### src/rtl/if_fetch_unit.sv
// Instruction fetch stage: PC, imem req/ack handshake, 2-entry IF/ID queue, branch redirect.
// Optional FETCH_PERF_EN adds perf_fetched/perf_stall/perf_flush counters.
module if_fetch_unit #(
  parameter int unsigned         PC_WIDTH    = 64,
  parameter logic [PC_WIDTH-1:0] RESET_PC    = '0,
  parameter int unsigned         INSTR_WIDTH = 32
) (
  input  logic                   clk,
  input  logic                   reset,
  output logic                   imem_req,
  output logic [PC_WIDTH-1:0]    imem_addr,
  input  logic                   imem_ack,
  input  logic [INSTR_WIDTH-1:0] imem_rdata,
  input  logic                   branch_taken,
  input  logic [PC_WIDTH-1:0]    branch_target,
  output logic                   id_valid,
  input  logic                   id_ready,
  output logic [PC_WIDTH-1:0]    id_pc,
  output logic [INSTR_WIDTH-1:0] id_instr,
  output logic [6:0]             id_opcode
`ifdef FETCH_PERF_EN
  ,
  output logic [31:0]            perf_fetched,
  output logic [31:0]            perf_stall,
  output logic [31:0]            perf_flush
`endif
);

  localparam logic [INSTR_WIDTH-1:0] NOP = INSTR_WIDTH'(32'h0000_0013);

  typedef enum logic [1:0] {S_IDLE, S_FETCH, S_KILL} state_t;

  state_t                 state_q, state_d;
  logic [PC_WIDTH-1:0]    pc_q, pc_d;
  logic [PC_WIDTH-1:0]    kill_addr_q, kill_addr_d;
  logic [1:0]             count_q, count_d;
  logic [PC_WIDTH-1:0]    head_pc_q, head_pc_d, tail_pc_q, tail_pc_d;
  logic [INSTR_WIDTH-1:0] head_instr_q, head_instr_d, tail_instr_q, tail_instr_d;

  logic ack_acc, push, pop;
  logic unused_tgt_lsbs;

  assign unused_tgt_lsbs = ^branch_target[1:0];

  assign imem_req  = (state_q == S_KILL) || ((state_q == S_FETCH) && (count_q != 2'd2));
  // While draining a wrong-path request the address must stay on the old PC.
  assign imem_addr = (state_q == S_KILL) ? kill_addr_q : pc_q;
  assign id_valid  = (count_q != 2'd0);
  assign id_pc     = head_pc_q;
  assign id_instr  = head_instr_q;
  assign id_opcode = head_instr_q[6:0];

  assign ack_acc = imem_ack && imem_req;
  assign pop     = id_valid && id_ready;
  assign push    = ack_acc && (state_q == S_FETCH);

  always_comb begin
    state_d      = state_q;
    pc_d         = pc_q;
    kill_addr_d  = kill_addr_q;
    count_d      = count_q;
    head_pc_d    = head_pc_q;
    head_instr_d = head_instr_q;
    tail_pc_d    = tail_pc_q;
    tail_instr_d = tail_instr_q;

    if (branch_taken) begin
      count_d = 2'd0;
      pc_d    = {branch_target[PC_WIDTH-1:2], 2'b00};
      if (state_q == S_KILL) begin
        state_d = ack_acc ? S_FETCH : S_KILL;
      end else if (imem_req && !ack_acc) begin
        state_d     = S_KILL;
        kill_addr_d = pc_q;
      end else begin
        state_d = S_FETCH;
      end
    end else begin
      case (state_q)
        S_IDLE:  state_d = S_FETCH;
        S_KILL:  if (ack_acc) state_d = S_FETCH;
        default: state_d = S_FETCH;
      endcase

      if (push) pc_d = pc_q + PC_WIDTH'(4);

      case ({push, pop})
        2'b10: begin
          if (count_q == 2'd0) begin
            head_pc_d    = pc_q;
            head_instr_d = imem_rdata;
          end else begin
            tail_pc_d    = pc_q;
            tail_instr_d = imem_rdata;
          end
          count_d = count_q + 2'd1;
        end
        2'b01: begin
          head_pc_d    = tail_pc_q;
          head_instr_d = tail_instr_q;
          count_d      = count_q - 2'd1;
        end
        2'b11: begin
          if (count_q == 2'd2) begin
            head_pc_d    = tail_pc_q;
            head_instr_d = tail_instr_q;
            tail_pc_d    = pc_q;
            tail_instr_d = imem_rdata;
          end else begin
            head_pc_d    = pc_q;
            head_instr_d = imem_rdata;
          end
        end
        default: ;
      endcase
    end
  end

  always_ff @(posedge clk) begin
    if (reset) begin
      state_q      <= S_IDLE;
      pc_q         <= RESET_PC;
      kill_addr_q  <= RESET_PC;
      count_q      <= 2'd0;
      head_pc_q    <= '0;
      head_instr_q <= NOP;
      tail_pc_q    <= '0;
      tail_instr_q <= NOP;
    end else begin
      state_q      <= state_d;
      pc_q         <= pc_d;
      kill_addr_q  <= kill_addr_d;
      count_q      <= count_d;
      head_pc_q    <= head_pc_d;
      head_instr_q <= head_instr_d;
      tail_pc_q    <= tail_pc_d;
      tail_instr_q <= tail_instr_d;
    end
  end

`ifdef FETCH_PERF_EN
  logic [31:0] perf_fetched_q, perf_fetched_d;
  logic [31:0] perf_stall_q, perf_stall_d;
  logic [31:0] perf_flush_q, perf_flush_d;

  always_comb begin
    perf_fetched_d = perf_fetched_q + (pop ? 32'd1 : 32'd0);
    perf_stall_d   = perf_stall_q + ((id_valid && !id_ready) ? 32'd1 : 32'd0);
    perf_flush_d   = perf_flush_q + (branch_taken ? 32'd1 : 32'd0);
  end

  always_ff @(posedge clk) begin
    if (reset) begin
      perf_fetched_q <= '0;
      perf_stall_q   <= '0;
      perf_flush_q   <= '0;
    end else begin
      perf_fetched_q <= perf_fetched_d;
      perf_stall_q   <= perf_stall_d;
      perf_flush_q   <= perf_flush_d;
    end
  end

  assign perf_fetched = perf_fetched_q;
  assign perf_stall   = perf_stall_q;
  assign perf_flush   = perf_flush_q;
`endif

endmodule

### config.mk
export PLATFORM = sky130hd
export DESIGN_NAME = if_fetch_unit
export DESIGN_NICKNAME = d
export VERILOG_FILES = /design/src/rtl/if_fetch_unit.sv
export SDC_FILE = /design/constraint.sdc
export NUM_CORES = 1
export LEC_CHECK = 0
export BUFFER_PORTS_ARGS = -buffer_cell sky130_fd_sc_hd__buf_2
export CORE_MARGIN = 4
export CORE_UTILIZATION = 55
export CTS_BUF_LIST = sky130_fd_sc_hd__clkbuf_4
export CTS_CLUSTER_SIZE = 24
export DETAILED_ROUTE_END_ITERATION = 8
export PLACE_DENSITY = 0.79
export SLEW_MARGIN = 20
export SYNTH_ARGS = -nofsm -noshare
export SYNTH_HDL_FRONTEND = slang
export SYNTH_SLANG_ARGS = --single-unit
### constraint.sdc
create_clock -name clk -period 4 [get_ports clk]
set_input_delay 0.2 -clock clk [delete_from_list [all_inputs] [get_ports clk]]
set_output_delay 0.2 -clock clk [all_outputs]
set_load 0.02 [all_outputs]
==> impl_metrics.csv <==
group,metric,value,unit
run_status,outcome,"complete, no violations",
timing,tns,0,ps
critical_path,crit_buf_inv,0,
logic_synthesis,ys_top_cells_by_area,"dfxtp_1, nand2_1, a221oi_1",
clocking,clk_latency,700,ps
critical_path,slowest_delay,700,ps
critical_path,worstSetupPathType,"reg2reg",
timing,fin_crit,3020,ps
worst_hold_path,hold_class,"in2reg",
detailed_routing,dr.first_iter.drc_count,1547,
timing,finalHoldViolations,0,
logic_synthesis,synth_area_leader_cell,"dfxtp_1",
clocking,root_buffer,"clkbuf_4",
grt,grt-ovfl-total,0,
detailed_routing,postRouteAntennaNets,0,
critical_path,critPathLaunchType,"flop",
floorplan,rows,58,
critical_path,rrSetupSlack,980,ps
logic_synthesis,syn_area,14000,um^2
flow_run,drv_cap,0,
clocking,cts_setup_buffers,0,
clocking,cts.sinks,316,
grt,grt_max_degree,170,
logic_synthesis,synth-edff-count,0,
clocking,clk_pin_slew,70,ps
critical_path,cpMaxStageDelayCell,"or3b_1",
logic_synthesis,avgSynthCellArea,7.51,um^2
floorplan,core_area,25100,um^2
grt,grt_first_pass_wirelength,71300,um
floorplan,die_area,28100,um^2
timing,holdWs,141,ps
critical_path,crit_path_end_kind,"flop",
timing,tightest_slew,1120,ps
logic_synthesis,synth-seq-area-share,45.2,%
critical_path,worstPathArrival,3600,ps
detailed_routing,dr.pass1.iters,7,
critical_path,crit_chain,"nand4_1 > or3b_1 > or4b_4 > or4_1 > a311oi_1",
logic_synthesis,yosys-top-cells-count,"nand2_1, dfxtp_1, clkbuf_1",
clocking,htreeDepth,3,
critical_path,cp_max_fo,16,
timing,max_slew_margin,25.4,%
place,portBuffers,263,
detailed_routing,drc_errors,0,
timing,period_share,75.4,%
logic_synthesis,yosysMostFrequentCell,"nand2_1",
floorplan,initial_utilization,55.8,%
grt,grt_antenna_before_repair,4,
logic_synthesis,synthFlopType,"dfxtp_1",
timing,finalClockSkew,41.0,ps
cells_and_area,area_growth,23.7,%
timing,max_freq,332,MHz
critical_path,crit_required,4590,ps
cells_and_area,fin_util,69.0,%
cells_and_area,final_layout_size_suffix_gt1_share,20.1,%
grt,grt_pass1_vias,14200,
floorplan,io_pins,270,
clocking,cts_tree,"yes",
detailed_routing,avgRoutedWirePerCell,17.6,um
timing,rsz0062_at_grt,"false",
place,dp_hpwl,27100,um
detailed_routing,drt_wl_total,44500,um
detailed_routing,viasPerCell,5.88,
critical_path,path_delay_family,"simple AND/OR/NAND/NOR gates",
logic_synthesis,syn_inst,1866,
power,p_leak,6.88,nW
logic_synthesis,netlist.area_leader.share,45.2,%
logic_synthesis,synth_seq_cells,316,
timing,finalMaxSlewViolations,0,
timing,finalSetupViolCount,0,
floorplan,fp.dieW,168,um
power,power_density,415,nW/um^2
grt,grt_use_total,30.4,%
logic_synthesis,synthArstFlopShare,0,%
clocking,cts.path.max_buffers,3,
cells_and_area,nets,2246,
floorplan,die_h,168,um
clocking,cts_buffers,83,
logic_synthesis,synth_warnings,0,
logic_synthesis,yosysUniqueCellTypes,50,
place,place_congestion,0.849,
power,ir_drop,0.000251,V
detailed_routing,vias,14900,
## layout by cell type, fill, tap and decap left out, types with 19 or more instances in the layout
| cell | count |
|---|---|
| nand2_1 | 527 |
| o31ai_1 | 19 |
| nor3_1 | 103 |
| buf_4 | 20 |
| clkbuf_4 | 124 |
| nand3_1 | 33 |
| dlygate4sd3_1 | 99 |
| nand4_1 | 26 |
| a311oi_1 | 24 |
| dfxtp_1 | 316 |
| buf_2 | 262 |
| nor2_1 | 161 |
| a211oi_1 | 26 |
| a221oi_1 | 94 |
| or4_1 | 22 |
| o21ai_0 | 20 |
| a21oi_1 | 156 |
## worst reg2reg max path, delay by kind of cell (launching register included)
family	cells	cell delay [ps]
compound gates	1	300
flops	1	490
simple gates	4	2130
## state kept, by name, indices dropped and copies added (netlist names)
signal / flops
kill_addr_q: 62
tail_pc_q: 62
tail_instr_q: 32
state_q: 2
count_q: 2
id_pc: 62
id_instr: 32
pc_q: 62
## worst paths after layout
| check | cells past startpoint | to | startpoint |
|---|---|---|---|
| worst max-delay path | 5 | pc_q[63] | pc_q[31] |
| worst min-delay path | 2 | count_q[1] | branch_taken |
| worst max register to register | 5 | pc_q[63] | pc_q[31] |
| worst min register to register | 2 | tail_instr_q[9] | tail_instr_q[9] |
## routing by layer
| metal | routed length, um | vias up | track usage, % |
|---|---|---|---|
| li1 | - | 7034 | - |
| met1 | 17800 | 6817 | 38.8 |
| met2 | 20600 | 839 | 49.1 |
| met3 | 4220 | 165 | 6.52 |
| met4 | 1880 | 4 | 14.7 |
| met5 | 27 | - | 0 |
## layout make-up
type                       count  area (um^2)
antenna                        3         7.51
fill                        2064         7780
multi-input combinational   1341         6900
tap                          330          413
timing repair buffer         387         2570
clock inverter                16          150
clock buffer                 124          931
inverter                      11         42.5
sequential                   316         6330
## power breakdown
part           switching (mW)  total, mW  internal [mW]
combinational           0.544      0.877          0.332
clock                    1.31       2.91           1.60
sequential              0.145       3.41           3.27
total                    2.00       7.20           5.20
## metrics by stage
step	power, mW	setup WS [ps]	instances	area, um^2
after floorplan	3.97	1400	1869	14000
after global placement	4.25	1120	2286	15300
after detailed placement	4.26	962	2286	15300
after CTS	7.24	986	2525	17300
after global routing	7.53	847	2527	17300
final	7.20	985	2528	17300
## kinds of logic (layout without fill, tap and decap cells)
| kind of cell | Yosys count | count (layout) | synth area share (%) |
|---|---|---|---|
| compound gates | 360 | 360 | 17.4 |
| xor+xnor | 28 | 28 | 1.75 |
| fa+ha+maj | 5 | 5 | 0.447 |
| buf+inv | 212 | 538 | 6.15 |
| flops | 316 | 316 | 45.2 |
| mux | 2 | 2 | 0.143 |
| other cells | 1 | 7 | 0.0268 |
| simple gates | 942 | 942 | 29.0 |
## timing repair
item | 4_1_cts | 5_1_grt
hold endpoints to repair | 187 | 0
resized for setup | 0 | 0
hold buffers | 99 | 0
(Power assumes the default switching activity.)
